<file path="src/rtl/uart_msg_scheduler.sv">
// Round-robin scheduler feeding uart_tx: holds one pending message per source and
// serialises it byte-by-byte with a fixed per-byte slot so each frame completes.
`timescale 1ns/1ps
module uart_msg_scheduler #(
  parameter int NUM_REQ     = 3,
  parameter int MAX_BYTES   = 8,
  parameter int BYTE_CYCLES = 4340
) (
  input  logic               clk_50M,
  input  logic               rst_n,
  input  logic [NUM_REQ-1:0] req,
  input  logic [63:0]        msg0,
  input  logic [63:0]        msg1,
  input  logic [63:0]        msg2,
  input  logic [3:0]         len0,
  input  logic [3:0]         len1,
  input  logic [3:0]         len2,
  output logic [NUM_REQ-1:0] ack,
  output logic               busy,
  output logic [7:0]         tx_byte,
  output logic               data_send,
  output logic [NUM_REQ-1:0] overflow
);

  localparam int GAP_W = $clog2(BYTE_CYCLES + 1);

  typedef enum logic [1:0] {IDLE, SEND, GAP, DONE} state_t;

  state_t             r_state;
  state_t             w_nextState;
  logic [63:0]        r_slot [NUM_REQ];
  logic [3:0]         r_len [NUM_REQ];
  logic [NUM_REQ-1:0] r_pending;
  logic [NUM_REQ-1:0] r_overflow;
  logic [1:0]         r_rrPtr;
  logic [1:0]         r_grant;
  logic [2:0]         r_byteCnt;
  logic [GAP_W-1:0]   r_gap;
  logic [7:0]         r_txByte;

  logic [63:0]        w_msgIn [NUM_REQ];
  logic [3:0]         w_lenIn [NUM_REQ];
  logic [1:0]         w_cand1;
  logic [1:0]         w_cand2;
  logic [1:0]         w_grantIdx;
  logic               w_anyPending;
  logic               w_moreBytes;
  logic               w_gapNext;
  logic               w_gapLast;

  function automatic logic [1:0] incIdx(input logic [1:0] idx);
    return (idx == 2'd2) ? 2'd0 : idx + 2'd1;
  endfunction

  function automatic logic [7:0] pickByte(input logic [63:0] msg, input logic [2:0] idx);
    logic [63:0] shifted;
    shifted = msg << {idx, 3'b000};
    return shifted[63:56];
  endfunction

  function automatic logic [3:0] clampLen(input logic [3:0] len);
    return (len > 4'(MAX_BYTES)) ? 4'(MAX_BYTES) : len;
  endfunction

  assign w_msgIn[0] = msg0;
  assign w_msgIn[1] = msg1;
  assign w_msgIn[2] = msg2;
  assign w_lenIn[0] = len0;
  assign w_lenIn[1] = len1;
  assign w_lenIn[2] = len2;

  assign w_cand1      = incIdx(r_rrPtr);
  assign w_cand2      = incIdx(w_cand1);
  assign w_anyPending = |r_pending;
  assign w_moreBytes  = ({1'b0, r_byteCnt} + 4'd1) < r_len[r_grant];
  assign w_gapNext    = (r_gap == GAP_W'(BYTE_CYCLES - 2));
  // The last byte keeps its slot one cycle longer so its stop bit has cleared before ack.
  assign w_gapLast    = (r_gap == GAP_W'(BYTE_CYCLES - 1));

  always_comb begin
    w_grantIdx = w_cand2;
    if (r_pending[r_rrPtr]) begin
      w_grantIdx = r_rrPtr;
    end else if (r_pending[w_cand1]) begin
      w_grantIdx = w_cand1;
    end
  end

  always_ff @(posedge clk_50M or negedge rst_n) begin
    if (!rst_n) begin
      r_state <= IDLE;
    end else begin
      r_state <= w_nextState;
    end
  end

  always_comb begin
    w_nextState = r_state;
    data_send   = 1'b0;
    busy        = 1'b0;
    ack         = '0;
    case (r_state)
      IDLE: begin
        if (w_anyPending) begin
          w_nextState = SEND;
        end
      end
      SEND: begin
        data_send   = 1'b1;
        busy        = 1'b1;
        w_nextState = GAP;
      end
      GAP: begin
        busy = 1'b1;
        if (w_moreBytes && w_gapNext) begin
          w_nextState = SEND;
        end else if (!w_moreBytes && w_gapLast) begin
          w_nextState = DONE;
        end
      end
      DONE: begin
        ack         = NUM_REQ'(1) << r_grant;
        w_nextState = IDLE;
      end
      default: w_nextState = IDLE;
    endcase
  end

  always_ff @(posedge clk_50M or negedge rst_n) begin
    if (!rst_n) begin
      for (int i = 0; i < NUM_REQ; i++) begin
        r_slot[i] <= '0;
        r_len[i]  <= '0;
      end
      r_pending  <= '0;
      r_overflow <= '0;
      r_rrPtr    <= '0;
      r_grant    <= '0;
      r_byteCnt  <= '0;
      r_gap      <= '0;
      r_txByte   <= '0;
    end else begin
      // A slot being acked this cycle counts as free, so a colliding request is latched.
      for (int i = 0; i < NUM_REQ; i++) begin
        if (req[i] && (w_lenIn[i] != 4'd0)) begin
          if (!r_pending[i] || ack[i]) begin
            r_slot[i]    <= w_msgIn[i];
            r_len[i]     <= clampLen(w_lenIn[i]);
            r_pending[i] <= 1'b1;
          end else begin
            r_overflow[i] <= 1'b1;
          end
        end else if (ack[i]) begin
          r_pending[i] <= 1'b0;
        end
      end

      case (r_state)
        IDLE: begin
          if (w_anyPending) begin
            r_grant   <= w_grantIdx;
            r_byteCnt <= '0;
            r_txByte  <= pickByte(r_slot[w_grantIdx], 3'd0);
          end
        end
        SEND: r_gap <= '0;
        GAP: begin
          r_gap <= r_gap + GAP_W'(1);
          if (w_moreBytes && w_gapNext) begin
            r_byteCnt <= r_byteCnt + 3'd1;
            r_txByte  <= pickByte(r_slot[r_grant], r_byteCnt + 3'd1);
          end
        end
        DONE: r_rrPtr <= incIdx(r_grant);
        default: ;
      endcase
    end
  end

  assign tx_byte  = r_txByte;
  assign overflow = r_overflow;

endmodule

</file>
<file path="config.mk">
export PLATFORM = sky130hd
export DESIGN_NAME = uart_msg_scheduler
export DESIGN_NICKNAME = d
export VERILOG_FILES = /design/src/rtl/uart_msg_scheduler.sv
export SDC_FILE = /design/constraint.sdc
export NUM_CORES = 1
export LEC_CHECK = 0
export CAP_MARGIN = 30
export CORE_MARGIN = 4
export CORE_UTILIZATION = 56
export DETAILED_ROUTE_END_ITERATION = 10
export HOLD_SLACK_MARGIN = 0.12
export PLACE_DENSITY = 0.86
export SYNTH_ARGS = -nofsm -noshare
export SYNTH_HDL_FRONTEND = slang
export SYNTH_SLANG_ARGS = --single-unit
</file>
<file path="constraint.sdc">
create_clock -name clk_50M -period 6.4 [get_ports clk_50M]
set_clock_uncertainty 0.2 [all_clocks]
set_input_delay 1.92 -clock clk_50M [delete_from_list [all_inputs] [get_ports clk_50M]]
set_output_delay 1.92 -clock clk_50M [all_outputs]
set_load 0.005 [all_outputs]
</file>
==> flow_summary_export.csv, run 1 <==
group,metric,value,unit
status,outcome,"finished clean",
timing,fmax,0.219,GHz
final_layout,area_growth,28.7,%
timing,min_period,4570,ps
detailed_routing,wl,32100,um
grt,grt_pass1_wl,49000,um
timing,worst-slew-pin-transition,1060,ps
detailed_routing,dr.pass1.iters,5,
timing,hold_violations,0,
placed_design,dp_hpwl,22000,um
detailed_routing,drt_iter0_markers,774,
grt,grt_use_total,0.277,
placed_design,gp_congestion,0.914,
critical_path,reg2regPathDepth,11,
floorplanning,io_pins,225,
placed_design,portBuffers,224,
synth,ys_warn_count,0,
flow_run,max-cap-violations,0,
clock_tree,cts_root_buffer,"clkbuf_16",
critical_path,cp.required,4280,ps
timing,setup_tns,0,ps
synth,syn_nets,1204,
grt,grt_pass1_vias,8887,
grt,grt_antenna_before_repair,0,
worst_hold_path,holdPathStages,1,
detailed_routing,vias,8695,
timing,setup_viol,0,
synth,ys_types,50,
grt,overflow,0,
synth,synth_area,0.0115,mm^2
floorplanning,die_area,0.0230,mm^2
clock_tree,numCtsBuffers,26,
timing,rsz0062_at_grt,"no",
final_layout,fillers,1379,
synth,seq_area_frac_synth,0.520,
floorplanning,start_util,0.570,
floorplanning,die_x,152,um
final_layout,layout-drive-gt1-share,0.216,
synth,synth_top_area_frac,0.520,
clock_tree,htree_levels,1,
clock_tree,postCtsSetupRepairBufs,0,
timing,slew_headroom,0.281,
timing,maxSlewViolCount,0,
critical_path,arrival,2450,ps
clock_tree,postCtsHoldBufs,0,
timing,worst_hold_slack,299,ps
detailed_routing,antenna_left,0,
power,powerDensity,238,mW/mm^2
critical_path,critical_path_class,"flop to primary output",
synth,synth_area_leaders,"dfrtp_1 (52%), mux2_2 (18%), mux2i_1 (5.3%)",
power,p_leak,6.53,nW
grt,grt_max_degree,123,
worst_hold_path,hp-class,"flop to flop",
detailed_routing,post-route-drc-count,0,
timing,finalCritPeriodShare,0.714,
floorplanning,die_h,152,um
floorplanning,rows,52,
critical_path,crit_path_end_kind,"primary output",
clock_tree,clock_path_buffers,3,
clock_tree,path_clk_slew,60,ps
synth,synthCells,984,
critical_path,crit_fanout,54,
final_layout,nets,1403,
synth,synth_seq_cells,240,
detailed_routing,route.detailed.wl_per_inst,21.8,um
clock_tree,clkSinkCount,240,
synth,yosys.area.top_type,"dfrtp_1",
detailed_routing,vias_per_cell,5.90,
clock_tree,cts_tree,"built",
critical_path,worstSetupStartpointType,"flop",
floorplanning,coreArea,0.0202,mm^2
synth,postSynthAreaPerCell,11.7,um^2
clock_tree,cts-resized-gates,0,
clock_tree,insertion_delay,530,ps
power,peakVddDrop,0.186,mV
routing by layer:
metal	GRT usage	wire length (um)	vias up
li1	-	-	3934
met1	0.367	12700	4329
met2	0.471	16100	366
met3	0.0443	2330	66
met4	0.0885	1050	0
met5	0	0	-
flip-flops by register name, summed over array words and instances (netlist names):
name / flops
tx_byte: 8
r_pending: 3
r_rrPtr: 2
r_gap: 13
overflow: 3
r_len: 12
r_grant: 2
r_state: 2
r_slot: 192
r_byteCnt: 3
layout make-up:
| type | instances | area [um^2] | area share |
|---|---|---|---|
| flip-flops and latches | 240 | 6010 | 0.405 |
| multi-input cells | 622 | 5020 | 0.338 |
| repair buffers | 236 | 2350 | 0.158 |
| clock buffers | 33 | 748 | 0.0504 |
| well taps | 270 | 338 | 0.0227 |
| inverters | 57 | 214 | 0.0144 |
| clock inverters | 14 | 173 | 0.0116 |
| diodes | 1 | 2.50 | 0.000168 |
critical path, cell delays in order (launching register included):
cell and delay (ps):
dfrtp_2 350, buf_4 510, nor2b_2 270, nand2_1 170, inv_1 120, clkdlybuf4s50_1 500
cells in the final DEF, fill, tap and decap left out, types with 5 or more instances in the layout:
master / netlist / layout
nand3b_1: 10 / 10
xor2_1: 6 / 6
clkbuf_8: 0 / 5
a221oi_1: 8 / 8
dfrtp_1: 240 / 238
nor2_1: 42 / 42
nand3_1: 19 / 19
inv_1: 56 / 56
buf_4: 7 / 11
clkdlybuf4s50_1: 0 / 223
a21o_1: 12 / 12
o211ai_1: 14 / 14
ha_1: 11 / 10
nand2b_1: 5 / 5
mux2_2: 180 / 180
o21ai_0: 65 / 65
clkbuf_16: 0 / 27
nand4_1: 8 / 8
a21oi_2: 10 / 8
a21oi_1: 17 / 16
a221o_1: 9 / 9
o221ai_1: 33 / 33
and3_1: 11 / 11
clkinv_2: 0 / 9
mux2i_1: 61 / 61
nand2_1: 59 / 59
path summary, 6_finish.rpt:
check                           slack, ps         from           to
worst max-delay path                 1830   r_grant[1]       ack[2]
max in group asynchronous            3610        rst_n   r_grant[0]
worst max register to register       2460   r_grant[1]   tx_byte[3]
min in group asynchronous            1240        rst_n    r_len[10]
worst min-delay path                  300  overflow[1]  overflow[1]
worst min register to register        300  overflow[1]  overflow[1]
report_power, final:
group | switching [W] | internal, W | leakage (nW) | total [W]
clock | 0.000612 | 0.000983 | 0.462 | 0.00160
sequential | 0.0000436 | 0.00159 | 2.99 | 0.00164
combinational | 0.000114 | 0.000188 | 3.08 | 0.000302
total | 0.000770 | 0.00277 | 6.53 | 0.00354
cells in the mapped netlist, drive strengths merged:
cell type / n
and3: 11
dfrtp: 240
a221oi: 8
xor2: 6
and3b: 1
o31ai: 1
buf: 49
or3b: 1
o22ai: 3
a21o: 12
o21ai: 68
xnor2: 3
or2: 2
nand2b: 5
or4: 1
o211ai: 14
mux2i: 61
a22o: 1
nor3b: 4
o221ai: 33
o21bai: 3
o41ai: 3
nor2: 42
clkinv: 1
inv: 56
a21oi: 27
nor3: 5
a211o: 1
o32a: 1
nand4: 8
a31oi: 4
nor2b: 3
nand3b: 10
mux2: 180
clkbuf: 16
ha: 11
nand2: 59
a221o: 9
nand3: 19
and2: 1
or3: 1
cells by family after synthesis:
group	count (synthesis)	synth area share
compound gates	188	0.112
xor+xnor	9	0.00683
fa+ha+maj	11	0.0119
buf+inv	122	0.0476
flops	240	0.520
mux	241	0.229
simple gates	173	0.0731
through the flow:
stage	setup WS, ps	power (W)	instances	utilization	instance area, um^2
after floorplan	3030	0.00175	984	-	11500
after global placement	1770	0.00195	1425	0.688	13900
after detailed placement	1730	0.00196	1425	0.688	13900
after CTS	1810	0.00355	1472	0.734	14900
after global routing	1720	0.00364	1472	0.734	14900
final	1830	0.00354	1473	0.734	14900
Note: power is estimated with default switching activity, not from simulation.
==> run 2, diff against run 1 <==
--- a/config.mk
+++ b/config.mk
@@ -7,10 +7,10 @@
 export LEC_CHECK = 0
 export CAP_MARGIN = 30
 export CORE_MARGIN = 4
-export CORE_UTILIZATION = 56
+export CORE_UTILIZATION = 52
 export DETAILED_ROUTE_END_ITERATION = 10
 export HOLD_SLACK_MARGIN = 0.12
-export PLACE_DENSITY = 0.86
+export PLACE_DENSITY = 0.81
 export SYNTH_ARGS = -nofsm -noshare
 export SYNTH_HDL_FRONTEND = slang
 export SYNTH_SLANG_ARGS = --single-unit
==> constraint.sdc (replaced) <==
create_clock -name clk_50M -period 4.8 [get_ports clk_50M]
set_clock_uncertainty 0.2 [all_clocks]
set_input_delay 1.44 -clock clk_50M [delete_from_list [all_inputs] [get_ports clk_50M]]
set_output_delay 1.44 -clock clk_50M [all_outputs]
set_load 0.005 [all_outputs]
==> run 2 against run 1 <==
- non-clock buffer count grew 4
- clock power grew 34%
- clock-buffer cell count grew 2
- cell count grew 1.0%
- critical path depth shrank 2
- sequential power grew 33%
- global-route usage shrank 2.4 points
- sequential cell count is the same
- via count shrank 1.1%
- largest cell class unchanged
- highest routed layer unchanged
==> flow_summary_export.csv, run 2 (synthesized netlist as in run 1, its figures left out) <==
group,metric,value,unit
grt,grt_pass1_wl,48500,um
detailed_routing,route.detailed.wl_per_inst,21.2,um
clock_tree,insertion_delay,530,ps
critical_path,crit_chain,"nand3_1, inv_1, clkdlybuf4s50_1",
worst_hold_path,holdCritStartpoint,"overflow[1]",
grt,grt_max_degree,104,
detailed_routing,vias_per_cell,5.78,
critical_path,worstSetupStartpointType,"flop",
timing,worst-slew-pin-transition,1010,ps
floorplanning,die_x,157,um
status,outcome,"finished clean",
critical_path,crit_fanout,39,
timing,hold_violations,0,
critical_path,cp.required,3160,ps
floorplanning,die_h,157,um
final_layout,nets,1407,
floorplanning,die_area,0.0246,mm^2
placed_design,dp_hpwl,22400,um
critical_path,r2r_start,"r_grant[0]",
final_layout,multi_input_area,0.00502,mm^2
critical_path,crit_buf_inv,2,
critical_path,critPathLaunch,"r_grant[0]",
timing,slew_headroom,0.327,
floorplanning,io_pins,225,
clock_tree,postCtsSetupRepairBufs,0,
critical_path,cpPeakStageDelay,810,ps
final_layout,layout-drive-gt1-share,0.215,
clock_tree,cts_tree,"built",
detailed_routing,dr.pass1.iters,5,
detailed_routing,vias,8596,
detailed_routing,top_layer_used,"met4",
critical_path,cpLargestDelayFamily,"flip-flops",
timing,min_period,3990,ps
final_layout,regArea,0.00601,mm^2
clock_tree,path_clk_slew,60,ps
final_layout,area_growth,29.6,%
final_layout,reg_top3,"r_slot: 192 flops, r_gap: 13 flops, r_len: 12 flops",
final_layout,largest_register_ffs,192,
detailed_routing,post-route-drc-count,0,
timing,maxSlewViolCount,0,
detailed_routing,antenna_left,0,
grt,grt_use_total,0.253,
power,power.total,0.00474,W
worst_hold_path,hp-class,"flop to flop",
clock_tree,cts-resized-gates,0,
detailed_routing,drt_iter0_markers,797,
detailed_routing,wl_met3,2050,um
floorplanning,coreArea,0.0218,mm^2
detailed_routing,wirelength_met1,13000,um
critical_path,arrival,2350,ps
clock_tree,clock_path_buffers,3,
clock_tree,numCtsBuffers,26,
critical_path,worst_path_max_delay_cell,"dfrtp_4",
clock_tree,postCtsHoldBufs,0,
final_layout,final_cell_mix,"dfrtp_1 (238), clkdlybuf4s50_1 (223), mux2_2 (180)",
final_layout,max_flop_register,"r_slot",
timing,fmax,0.251,GHz
power,p_leak,6.54,nW
detailed_routing,wl_met2,15700,um
timing,setup_viol,0,
placed_design,gp_congestion,0.916,
flow_run,max-cap-violations,0,
detailed_routing,wl,31600,um
critical_path,crit_path_end_kind,"primary output",
timing,rsz0062_at_grt,"no",
power,peakVddDrop,0.258,mV
grt,grt_pass1_vias,8777,
grt,grt_antenna_before_repair,1,
critical_path,critical_path_class,"flop to primary output",
grt,overflow,0,
final_layout,final_common_cell,"dfrtp_1",
timing,finalCritPeriodShare,0.832,
clock_tree,clkSinkCount,240,
timing,setup_tns,0,ps
placed_design,portBuffers,224,
power,powerDensity,317,mW/mm^2
final_layout,fillers,1590,
floorplanning,rows,54,
clock_tree,cts_root_buffer,"clkbuf_16",
clock_tree,htree_levels,1,
floorplanning,start_util,0.529,
run 2: cell count changes in the layout (fill, tap and decap cells not counted), moves of 2 or more:
cell and delta:
clkbuf_1 +4, buf_12 +4, clkinvlp_4 +3, diode_2 +2, clkinv_2 -8
run 2: layer usage:
metal | GRT usage | vias to the layer above
li1 | - | 3945
met1 | 0.345 | 4287
met2 | 0.425 | 308
met3 | 0.0399 | 56
met4 | 0.0711 | 0
met5 | 0 | -
run 2: worst reg2reg max path, cell delays in order (launching register included):
cell      delay (ps)
dfrtp_4          710
nor2b_2          220
buf_4            400
a21oi_1          150
ha_1             300
nor2b_1          130
o211ai_1         200
nand3_1          200
o21ai_2          850
nor2_1           140
a21oi_2          160
run 2: cell type report:
class / count / share of cell area
diodes: 3 / 0.000502
flip-flops and latches: 240 / 0.402
clock buffers: 35 / 0.0484
repair buffers: 240 / 0.162
inverters: 57 / 0.0143
well taps: 280 / 0.0234
clock inverters: 11 / 0.0135
multi-input cells: 622 / 0.335
run 2: path summary, 6_finish.rpt:
kind	endpoint	slack, ps	cells past startpoint
min in group asynchronous	r_len[6]	650	1
max	ack[1]	810	3
min reg2reg	overflow[1]	290	1
max in group asynchronous	r_slot[33]	2780	2
min	overflow[1]	290	1
max reg2reg	tx_byte[5]	1070	10
run 2: per-stage QoR:
step	worst slack (ps)	utilization	cell area [um^2]	hold slack, ps	instances
2_1_floorplan	1910	-	11500	268	984
3_3_place_gp	1220	0.643	14000	285	1439
3_5_place_dp	1100	0.643	14000	277	1439
4_1_cts	782	0.685	14900	295	1485
5_1_grt	706	0.685	15000	312	1486
6_report	808	0.685	15000	288	1488
run 2: report_power, final:
group	internal [W]	switching, W	total, W
Combinational	0.000253	0.000150	0.000404
Clock	0.00133	0.000823	0.00215
Sequential	0.00213	0.0000571	0.00218
